## src/rtl/jtag_ir_dr_chain_if.sv

```systemverilog
// Interface between the TAP-side driver / core logic and the IR/DR chain.
// master: TAP controller plus core (drives TDI, tap_state, user_cap_data).
// slave:  the IR/DR chain itself.
interface jtag_ir_dr_chain_if #(
    parameter int unsigned IR_WIDTH = 4,
    parameter int unsigned DR_WIDTH = 32
);
    logic                TDI;
    logic [3:0]          tap_state;
    logic                TDO;
    logic                TDO_EN;
    logic [IR_WIDTH-1:0] ir_out;
    logic                user_sel;
    logic [DR_WIDTH-1:0] user_cap_data;
    logic [DR_WIDTH-1:0] user_upd_data;
    logic                user_upd_stb;

    modport master (
        output TDI, tap_state, user_cap_data,
        input  TDO, TDO_EN, ir_out, user_sel, user_upd_data, user_upd_stb
    );

    modport slave (
        input  TDI, tap_state, user_cap_data,
        output TDO, TDO_EN, ir_out, user_sel, user_upd_data, user_upd_stb
    );
endinterface

```

## src/rtl/jtag_ir_dr_chain.sv

```systemverilog
// JTAG instruction / data register chain sitting behind the TAP state machine.
// Implements IR, BYPASS, optional IDCODE and one USER data register plus the TDO mux.
// Optional feature macro: JTAG_IDCODE_EN (IDCODE register present, reset opcode IDCODE).
module jtag_ir_dr_chain #(
    parameter int unsigned         IR_WIDTH   = 4,
    parameter int unsigned         DR_WIDTH   = 32,
    parameter logic [31:0]         IDCODE_VAL = 32'h1234_5ABD,
    parameter logic [IR_WIDTH-1:0] OPC_IDCODE = IR_WIDTH'(1),
    parameter logic [IR_WIDTH-1:0] OPC_USER   = IR_WIDTH'(2),
    parameter logic [IR_WIDTH-1:0] OPC_BYPASS = '1
) (
    input  logic                 TCK,
    input  logic                 TRST,
    jtag_ir_dr_chain_if.slave    jtag
);

    typedef enum logic [3:0] {
        StTlr   = 4'h0, StRti   = 4'h1, StSelDr = 4'h2, StCapDr = 4'h3,
        StShDr  = 4'h4, StEx1Dr = 4'h5, StPDr   = 4'h6, StEx2Dr = 4'h7,
        StUpDr  = 4'h8, StSelIr = 4'h9, StCapIr = 4'hA, StShIr  = 4'hB,
        StEx1Ir = 4'hC, StPIr   = 4'hD, StEx2Ir = 4'hE, StUpIr  = 4'hF
    } tap_state_e;

    typedef enum logic [1:0] {SelBypass, SelIdcode, SelUser} dr_sel_e;

`ifdef JTAG_IDCODE_EN
    localparam logic [IR_WIDTH-1:0] IrReset = OPC_IDCODE;
`else
    localparam logic [IR_WIDTH-1:0] IrReset = OPC_BYPASS;
`endif
    // Fixed IR capture pattern: ...0001, lets a host find the IR length.
    localparam logic [IR_WIDTH-1:0] IrCapture = IR_WIDTH'(1);

    tap_state_e          state;
    dr_sel_e             dr_sel;
    logic                sel_lsb;

    logic [IR_WIDTH-1:0] ir_shift_q, ir_shift_d;
    logic [IR_WIDTH-1:0] ir_out_q, ir_out_d;
    logic                bypass_q, bypass_d;
    logic [DR_WIDTH-1:0] user_shift_q, user_shift_d;
    logic [DR_WIDTH-1:0] user_upd_data_q, user_upd_data_d;
    logic                user_upd_stb_q, user_upd_stb_d;
`ifdef JTAG_IDCODE_EN
    logic [31:0]         id_shift_q, id_shift_d;
`else
    // IDCODE parameters are intentionally unused when the register is absent.
    logic                unused_idcode;
    assign unused_idcode = ^{IDCODE_VAL, OPC_IDCODE};
`endif

    assign state = tap_state_e'(jtag.tap_state);

    // Instruction decode; anything unrecognised selects BYPASS.
    always_comb begin
        dr_sel = SelBypass;
        if (ir_out_q == OPC_USER) begin
            dr_sel = SelUser;
        end
`ifdef JTAG_IDCODE_EN
        else if (ir_out_q == OPC_IDCODE) begin
            dr_sel = SelIdcode;
        end
`endif
    end

    // LSB of the currently selected data register.
    always_comb begin
        sel_lsb = bypass_q;
        case (dr_sel)
            SelUser:   sel_lsb = user_shift_q[0];
`ifdef JTAG_IDCODE_EN
            SelIdcode: sel_lsb = id_shift_q[0];
`endif
            default:   sel_lsb = bypass_q;
        endcase
    end

    // Next-state for all registers, keyed on the TAP state being left.
    always_comb begin
        ir_shift_d      = ir_shift_q;
        ir_out_d        = ir_out_q;
        bypass_d        = bypass_q;
        user_shift_d    = user_shift_q;
        user_upd_data_d = user_upd_data_q;
        user_upd_stb_d  = 1'b0;
`ifdef JTAG_IDCODE_EN
        id_shift_d      = id_shift_q;
`endif
        case (state)
            StTlr:   ir_out_d   = IrReset;
            StCapIr: ir_shift_d = IrCapture;
            StShIr:  ir_shift_d = {jtag.TDI, ir_shift_q[IR_WIDTH-1:1]};
            StUpIr:  ir_out_d   = ir_shift_q;
            StCapDr: begin
                case (dr_sel)
                    SelUser:   user_shift_d = jtag.user_cap_data;
`ifdef JTAG_IDCODE_EN
                    SelIdcode: id_shift_d   = IDCODE_VAL;
`endif
                    default:   bypass_d     = 1'b0;
                endcase
            end
            StShDr: begin
                case (dr_sel)
                    // Concat-and-shift form also works when DR_WIDTH is 1.
                    SelUser:   user_shift_d = DR_WIDTH'({jtag.TDI, user_shift_q} >> 1);
`ifdef JTAG_IDCODE_EN
                    SelIdcode: id_shift_d   = {jtag.TDI, id_shift_q[31:1]};
`endif
                    default:   bypass_d     = jtag.TDI;
                endcase
            end
            StUpDr: begin
                if (dr_sel == SelUser) begin
                    user_upd_data_d = user_shift_q;
                    user_upd_stb_d  = 1'b1;
                end
            end
            default: ;
        endcase
    end

    // State registers; TRST clears everything immediately.
    always_ff @(posedge TCK or negedge TRST) begin
        if (!TRST) begin
            ir_shift_q      <= '0;
            ir_out_q        <= IrReset;
            bypass_q        <= 1'b0;
            user_shift_q    <= '0;
            user_upd_data_q <= '0;
            user_upd_stb_q  <= 1'b0;
`ifdef JTAG_IDCODE_EN
            id_shift_q      <= '0;
`endif
        end else begin
            ir_shift_q      <= ir_shift_d;
            ir_out_q        <= ir_out_d;
            bypass_q        <= bypass_d;
            user_shift_q    <= user_shift_d;
            user_upd_data_q <= user_upd_data_d;
            user_upd_stb_q  <= user_upd_stb_d;
`ifdef JTAG_IDCODE_EN
            id_shift_q      <= id_shift_d;
`endif
        end
    end

    // Output mux: TDO driven only in the two shift states.
    always_comb begin
        jtag.TDO    = 1'b0;
        jtag.TDO_EN = 1'b0;
        if (state == StShIr) begin
            jtag.TDO    = ir_shift_q[0];
            jtag.TDO_EN = 1'b1;
        end else if (state == StShDr) begin
            jtag.TDO    = sel_lsb;
            jtag.TDO_EN = 1'b1;
        end
    end

    assign jtag.ir_out        = ir_out_q;
    assign jtag.user_sel      = (ir_out_q == OPC_USER);
    assign jtag.user_upd_data = user_upd_data_q;
    assign jtag.user_upd_stb  = user_upd_stb_q;

endmodule

```

## src/flat_wrapper.sv

```systemverilog
// flat-port wrapper written by rule: the top's interface ports become plain ports
module jtag_ir_dr_chain_flat 
#(
    parameter int unsigned         IR_WIDTH   = 4,
    parameter int unsigned         DR_WIDTH   = 32,
    parameter logic [31:0]         IDCODE_VAL = 32'h1234_5ABD,
    parameter logic [IR_WIDTH-1:0] OPC_IDCODE = IR_WIDTH'(1),
    parameter logic [IR_WIDTH-1:0] OPC_USER   = IR_WIDTH'(2),
    parameter logic [IR_WIDTH-1:0] OPC_BYPASS = '1
)
  (TCK, TRST, jtag_TDI, jtag_tap_state, jtag_user_cap_data, jtag_TDO, jtag_TDO_EN, jtag_ir_out, jtag_user_sel, jtag_user_upd_data, jtag_user_upd_stb);
  jtag_ir_dr_chain_if #(.IR_WIDTH(IR_WIDTH), .DR_WIDTH(DR_WIDTH)) jtag_i ();
  input  logic TCK;
  input  logic TRST;
  input wire logic [$bits(jtag_i.TDI)-1:0] jtag_TDI;
  input wire logic [$bits(jtag_i.tap_state)-1:0] jtag_tap_state;
  input wire logic [$bits(jtag_i.user_cap_data)-1:0] jtag_user_cap_data;
  output wire logic [$bits(jtag_i.TDO)-1:0] jtag_TDO;
  output wire logic [$bits(jtag_i.TDO_EN)-1:0] jtag_TDO_EN;
  output wire logic [$bits(jtag_i.ir_out)-1:0] jtag_ir_out;
  output wire logic [$bits(jtag_i.user_sel)-1:0] jtag_user_sel;
  output wire logic [$bits(jtag_i.user_upd_data)-1:0] jtag_user_upd_data;
  output wire logic [$bits(jtag_i.user_upd_stb)-1:0] jtag_user_upd_stb;
  assign jtag_i.TDI = jtag_TDI;
  assign jtag_i.tap_state = jtag_tap_state;
  assign jtag_i.user_cap_data = jtag_user_cap_data;
  assign jtag_TDO = jtag_i.TDO;
  assign jtag_TDO_EN = jtag_i.TDO_EN;
  assign jtag_ir_out = jtag_i.ir_out;
  assign jtag_user_sel = jtag_i.user_sel;
  assign jtag_user_upd_data = jtag_i.user_upd_data;
  assign jtag_user_upd_stb = jtag_i.user_upd_stb;
  jtag_ir_dr_chain #(.IR_WIDTH(IR_WIDTH), .DR_WIDTH(DR_WIDTH), .IDCODE_VAL(IDCODE_VAL), .OPC_IDCODE(OPC_IDCODE), .OPC_USER(OPC_USER), .OPC_BYPASS(OPC_BYPASS)) u_core (.TCK(TCK), .TRST(TRST), .jtag(jtag_i));
endmodule
```

## config.mk

```make
export PLATFORM = sky130hd
export DESIGN_NAME = jtag_ir_dr_chain_flat
export DESIGN_NICKNAME = d
export VERILOG_FILES = /design/src/rtl/jtag_ir_dr_chain_if.sv /design/src/rtl/jtag_ir_dr_chain.sv /design/src/flat_wrapper.sv
export SDC_FILE = /design/constraint.sdc
export NUM_CORES = 1
export LEC_CHECK = 0
export BUFFER_PORTS_ARGS = -buffer_cell sky130_fd_sc_hd__clkbuf_2
export CORE_UTILIZATION = 40
export DETAILED_ROUTE_END_ITERATION = 10
export MAX_ROUTING_LAYER = met4
export PLACE_DENSITY = 0.65
export SYNTH_ARGS = -nofsm -noshare
export SYNTH_HDL_FRONTEND = slang
export SYNTH_SLANG_ARGS = --single-unit
export TNS_END_PERCENT = 30
```

## constraint.sdc

```tcl
create_clock -name TCK -period 5.1 [get_ports TCK]
set_input_delay 0.51 -clock TCK [delete_from_list [all_inputs] [get_ports TCK]]
set_output_delay 0.51 -clock TCK [all_outputs]
set_load 0.01 [all_outputs]
```

==> reports/metrics.yaml, run 1 <==
critical_path:
  reg2reg_from: "u_core.jtag.ir_out[1]"
  critPathArrivalTime_ns: 2.71
  rr_endpoint: "u_core.jtag.user_upd_data[21]"
  critPathKind: "register to register"
  slowest_delay_ns: 0.63
  critical_path_buf_inv_count: 1
  crit_slowest_cell: "nand2_2"
  ff2ff_path_depth: 4
  crit_required_ns: 5.31
  critPathCaptureType: "register"
  crit_fanout: 33
  crit_path_start_kind: "register"
  crit_family: "simple AND/OR/NAND/NOR gates"
  crit_path_cell_trace: "or4b_4 -> inv_2 -> nand2_2 -> mux2_4"
  rrSetupSlack_ns: 2.60
global_route:
  grt_pass1_vias: 1991
  grt_pass1_wl_um: 9991
  overflow: 0
  grt_util_all_layers_pct: 15.38
  antenna_found_initial: 0
  grt_max_degree: 75
timing:
  max_freq_mhz: 399.9
  setup-tns-final_ns: 0
  period_minus_slack_ns: 2.501
  rsz0062_at_grt: "no"
  tightestPinTransition_ns: 1.142
  hold_viol: 0
  slew_headroom_pct: 23.57
  hold_slack_ns: 0.3082
  final-setup-viol-count: 0
  fin_skew_ns: 0.008124
  finalCritPeriodShare_pct: 49.03
  slew_viol_final: 0
placement:
  place_hpwl_um: 4171
  placed_cell_area_sq_um: 3875
  io_buffers: 78
  gp_congestion: 0.8259
synth:
  yosysWarnings: 0
  ys_top_cells_by_area: "dfrtp_1 51%, mux2_2 20%, mux2_4 13%"
  syn_area_per_cell_sq_um: 15.05
  synthMuxAreaShare_pct: 34.82
  netlist.area_leader.share_pct: 50.84
  synth-seq-area-share_pct: 53.89
  syn_nets: 268
  ys_ff_latch: 74
  synth-compound-area-share_pct: 3.195
  synth_top_family_by_area: "multiplexers"
  yosys.area_share.simple_pct: 4.793
  synth_cell_types: 27
  synth_xor_area_share_pct: 0
  syn_area_sq_um: 3446
  syn_inst: 229
  synthAdderAreaFrac_pct: 0
  yosysTopAreaCell: "dfrtp_1"
floorplan:
  io_pins: 79
  coreArea_sq_um: 8258
  die_w_um: 94.82
  dieArea_sq_um: 8990
  start_util_pct: 41.73
  rows: 33
  die_y_um: 94.82
layout:
  nets: 345
  nFillCells: 759
  drive_gt1_share_pct: 62.38
  fin_area_sq_um: 4094
  areaGrowthSynthToFinish_pct: 18.81
  mostFrequentLayoutCell: "clkbuf_2"
  layout_common_cells: "77 x clkbuf_2, 70 x dfrtp_1, 61 x mux2_2"
  diodes: 0
clock_network:
  htreeDepth: 3
  clockBufferDepth: 2
  insertion_delay_ns: 0.34
  root_buffer: "clkbuf_8"
  cts_tree: "done"
  post_cts_buffers: 0
  clk_pin_slew_ns: 0.07
  cts_buffers: 9
  numClockSinks: 74
  cts-resized-gates: 0
  ctsHoldBuffers: 0
pwr:
  leakagePower_nw: 2.140
  p_per_area_nw_per_um2: 299.1
  peakVddDrop_v: 0.0001410
detailed_routing:
  wirelength_um: 6235
  viasPerCell: 4.923
  drtIter0Drc: 19
  firstDrtPassIters: 4
  wl_per_cell_um: 14.99
  postRouteAntennaNets: 0
  drc_errors: 0
  vias: 2048
job:
  drv_cap: 0
worst_hold_path:
  holdCritPathClass: "primary input to asynchronous set/reset pin"
status:
  outcome: "complete, no violations"
per-stage QoR:
| stage | util (%) | instances | worst slack, ns | total power, W |
|---|---|---|---|---|
| 2_1_floorplan | - | 229 | 3.059 | 0.0007004 |
| 3_3_place_gp | 46.92 | 400 | 2.343 | 0.0007421 |
| 3_5_place_dp | 46.92 | 400 | 2.165 | 0.0007447 |
| 4_1_cts | 49.58 | 416 | 2.556 | 0.001245 |
| 5_1_grt | 49.58 | 416 | 2.439 | 0.001281 |
| 6_report | 49.58 | 416 | 2.599 | 0.001225 |
per-layer routing:
metal,share of wire (%),global-route usage (%),up-vias
li1,-,-,978
met1,49,20.92,1006
met2,45,22.00,58
met3,4.6,3.543,6
met4,1.3,6.313,0
met5,0,-,-
where the power goes:
| group | internal (W) | switching [W] | total, W |
|---|---|---|---|
| registers | 0.000617 | 0.0000212 | 0.000638 |
| logic | 0.0000511 | 0.0000419 | 0.0000930 |
| clock network | 0.000287 | 0.000206 | 0.000494 |
| total | 0.000955 | 0.000269 | 0.00122 |
sequential cells by signal (all words and copies together) (netlist names):
name	count
u_core.jtag.user_upd_data	32
u_core.user_shift_q	32
u_core.ir_shift_q	4
u_core.jtag.ir_out	4
u_core.bypass_q	1
u_core.jtag.user_upd_stb	1
cell families (layout without fill, tap and decap cells):
group,Yosys count,after routing
multiplexers,97,97
flip-flops,74,74
AND/OR/NAND/NOR,25,25
AO/OA/AOI/OAI,17,17
buffers and inverters,16,98
how the worst max path moves through the flow:
stage                          start                       endpoint  cells after the start
2_1_floorplan      jtag_tap_state[1]        u_core.user_shift_q[12]                      5
5_1_grt            jtag_tap_state[1]         u_core.user_shift_q[2]                      5
4_1_cts            jtag_tap_state[1]         u_core.user_shift_q[2]                      5
6_report       u_core.jtag.ir_out[1]  u_core.jtag.user_upd_data[21]                      4
3_5_place_dp       jtag_tap_state[1]         u_core.user_shift_q[2]                      5
3_3_place_gp       jtag_tap_state[1]        u_core.user_shift_q[28]                      5
cell type report:
| class | count | area (sq um) | share of cell area, % |
|---|---|---|---|
| clock buffers | 11 | 141.4 | 3.454 |
| well taps | 105 | 131.4 | 3.209 |
| multi-input cells | 139 | 1475 | 36.03 |
| inverters | 3 | 11.26 | 0.2751 |
| clock inverters | 5 | 77.57 | 1.895 |
| repair buffers | 79 | 400.4 | 9.780 |
| flip-flops and latches | 74 | 1857 | 45.35 |
Yosys cell counts (all sizes together):
master / instances
a21oi: 2
a22oi: 4
and4: 1
buf: 13
dfrtp: 70
dfstp: 4
inv: 3
mux2: 96
mux2i: 1
nand2: 8
nand3: 3
nand3b: 1
nand4bb: 1
nor2: 5
nor2b: 1
nor3: 1
nor4b: 2
o21ai: 10
o2bb2ai: 1
or4b: 2
worst reg2reg max path: stages, from the launching register on:
cell and delay (ns):
dfstp_2 0.55, or4b_4 0.51, inv_2 0.12, nand2_2 0.63, mux2_4 0.56
Note: power is estimated with default switching activity, not from simulation.
==> run 2, diff against run 1 <==
ABC_AREA = 1   (was unset)
PLACE_DENSITY = 0.68   (was 0.65)
clock period = 2.3 ns   (was 5.1 ns; I/O delays follow)
==> reports/metrics.yaml, run 2 <==
status:
  outcome: "complete, no violations"
clock_network:
  cts_buffers: 9  # unchanged
  ctsHoldBuffers: 0  # unchanged
  numClockSinks: 74  # unchanged
  cts-resized-gates: 0  # unchanged
  htreeDepth: 3  # unchanged
  clockBufferDepth: 2  # unchanged
  clk_pin_slew_ns: 0.08  # about the same
  post_cts_buffers: 0  # unchanged
  cts_tree: "done"
  insertion_delay_ns: 0.34  # about the same
  root_buffer: "clkbuf_8"
timing:
  finalCritPeriodShare_pct: 75.33
  period_minus_slack_ns: 1.733
  final-setup-viol-count: 0  # unchanged
  max_freq_mhz: 577.2
  rsz0062_at_grt: "no"
  hold_viol: 0  # unchanged
  slew_headroom_pct: 38.80  # +15 points
  fin_skew_ns: 0.01077  # +0.002648 ns
  slew_viol_final: 0  # unchanged
  tightestPinTransition_ns: 0.9180  # -0.2245 ns
  setup-tns-final_ns: 0  # unchanged
global_route:
  antenna_found_initial: 0  # unchanged
  grt_pass1_vias: 2906  # +46%
  grt_pass1_wl_um: 13120  # +31%
  grt_max_degree: 75  # unchanged
  grt_util_all_layers_pct: 19.63  # +4.3 points
  overflow: 0  # unchanged
synth:
  syn_area_sq_um: 3447  # about the same
  yosysWarnings: 0  # unchanged
  synth_most_common_cell: "nand2_1"
  ys_top_cells_by_area: "dfrtp_1 51%, nand2_1 30%, nand3_1 5.5%"
  ys_async_sr_fraction_pct: 100.0  # unchanged
  synth_cell_types: 15  # -44%
  synth-seq-area-share_pct: 53.87  # about the same
  synth_top_cells_by_count: "276 x nand2_1, 70 x dfrtp_1, 38 x nand3_1"
  syn_inst: 456  # +99%
  yosys_most_used_dff: "dfrtp_1"
  netlist.area_leader.share_pct: 50.82  # about the same
  ys_ff_latch: 74  # unchanged
  yosysTopAreaCell: "dfrtp_1"
  syn_area_per_cell_sq_um: 7.559  # -50%
  synth_edf_count: 0  # unchanged
  syn_nets: 495  # +85%
critical_path:
  reg2reg_from: "u_core.jtag.ir_out[1]"
  critPathCaptureType: "output pin"
  crit_family: "flip-flops"
  critPathKind: "register to output pin"
  cp-startpoint: "u_core.jtag.ir_out[1]"
  critical_path_buf_inv_count: 1  # unchanged
  crit_path_cell_trace: "nand2_1 -> nor2_4 -> nand2_1 -> nand3_1 -> nand2_1 -> clkbuf_2"
  crit_path_start_kind: "register"
  critPathArrivalTime_ns: 1.50  # -1.21 ns
  crit_fanout: 6  # -82%
  crit_required_ns: 2.07  # -3.24 ns
  crit_slowest_cell: "dfstp_2"
  slowest_delay_ns: 0.55  # -0.08 ns
  cpMostUsedCell: "nand2_1"
pwr:
  p_int_w: 0.002272  # +140%
  p_seq_share_pct: 49.9  # -2.2 points
  leakagePower_nw: 2.474  # +16%
  p_sw_share_pct: 25.55  # +3.6 points
  peakVddDrop_v: 0.0002919  # +110%
  pwr-share-comb_pct: 10.1  # +2.5 points
  p_clk_share_pct: 40.0  # -0.3 points
  p_per_area_nw_per_um2: 744.1  # +150%
  switchingPower_w: 0.0007797  # +190%
detailed_routing:
  drtIter0Drc: 149  # +130
  vias: 3118  # +52%
  firstDrtPassIters: 4  # unchanged
  wirelength_um: 8130  # +30%
  wl_per_cell_um: 12.72  # -15%
  postRouteAntennaNets: 0  # unchanged
  drc_errors: 0  # unchanged
  viasPerCell: 4.879  # -0.89%
layout:
  mostFrequentLayoutCell: "nand2_1"
  nFillCells: 863  # +14%
  areaGrowthSynthToFinish_pct: 18.98
  nets: 568  # +65%
  drive_gt1_share_pct: 21.16  # -41 points
  final_cells: 639  # +54%
  diodes: 0  # unchanged
  final_util_pct: 49.67  # +0.091 points
  layout_common_cells: "276 x nand2_1, 77 x clkbuf_2, 70 x dfrtp_1"
worst_hold_path:
  holdCritPathClass: "primary input to asynchronous set/reset pin"
floorplan:
  die_w_um: 94.83  # about the same
  coreArea_sq_um: 8258  # unchanged
  dieArea_sq_um: 8993  # about the same
  io_pins: 79  # unchanged
  start_util_pct: 41.74  # about the same
  rows: 33  # unchanged
  die_y_um: 94.83  # about the same
placement:
  placed_cells: 623  # +56%
  gp_congestion: 0.7745  # -6.2%
  io_buffers: 78  # unchanged
  place_hpwl_um: 5306  # +27%
job:
  drv_cap: 0  # unchanged
## run 2: cell types whose count changed in the layout (fill, tap and decap cells not counted), sizes merged, moves of 2 or more
cell   change
inv       +13
a22oi      -4
a21oi      -2
mux2      -96
nor4b      -2
nand3     +35
nand2    +273
buf        +4
or4b       -2
o21ai      -6
nor2      +16
## run 2: metrics by stage
step / power (W) / hold slack (ns) / instance area (sq um) / setup slack [ns]
floorplan: 0.001713 / -0.06559 / 3447 / 0.9524
global placement: 0.001844 / 0.4239 / 3859 / 0.6931
detailed placement: 0.001860 / 0.4311 / 3859 / 0.6185
CTS: 0.003085 / 0.05018 / 4101 / 0.5468
global route: 0.003194 / 0.09799 / 4101 / 0.4485
finish: 0.003052 / 0.01507 / 4101 / 0.5674
## run 2: layout make-up
class | instances | area (sq um) | area share, %
Tap cell | 105 | 131.4 | 3.203
Clock buffer | 10 | 127.6 | 3.112
Sequential cell | 74 | 1857 | 45.27
Inverter | 16 | 60.06 | 1.464
Clock inverter | 6 | 115.1 | 2.807
Multi-Input combinational cell | 345 | 1380 | 33.65
Timing Repair Buffer | 83 | 430.4 | 10.49
## run 2: logic make-up after synthesis
kind of cell	share of synthesized area [%]
AND/OR/NAND/NOR	39.27
flip-flops	53.87
buffers and inverters	6.098
AO/OA/AOI/OAI	0.7624
## run 2: path summary, 6_finish.rpt
check / to / slack, ns / depth (start not counted)
worst min register to register: u_core.jtag.user_upd_data[13] / 0.48 / 2
max in group asynchronous: u_core.jtag.user_upd_data[29] / 1.69 / 1
worst min-delay path: u_core.jtag.user_upd_data[7] / 0.02 / 1
min in group TCK: u_core.user_shift_q[8] / 0.18 / 5
worst max-delay path: jtag_TDO / 0.57 / 6
worst max register to register: u_core.user_shift_q[18] / 0.59 / 6
## run 2: power by group through the flow
stage,Combinational (W),Clock (W),Sequential (W)
final,0.000309,0.00122,0.00152
after global routing,0.000359,0.00130,0.00154
after CTS,0.000316,0.00125,0.00152
after detailed placement,0.000313,0,0.00155
after global placement,0.000304,0,0.00154
after floorplan,0.000181,0,0.00153
## run 2: per-layer routing
metal	wire length, um	vias to the layer above	global-route usage, %	share of wire, %
met1	3691	1479	24.73	45
met4	156	0	8.965	1.9
met2	3884	87	31.29	48
li1	-	1536	-	-
met3	397	16	2.818	4.9
met5	0	-	-	0
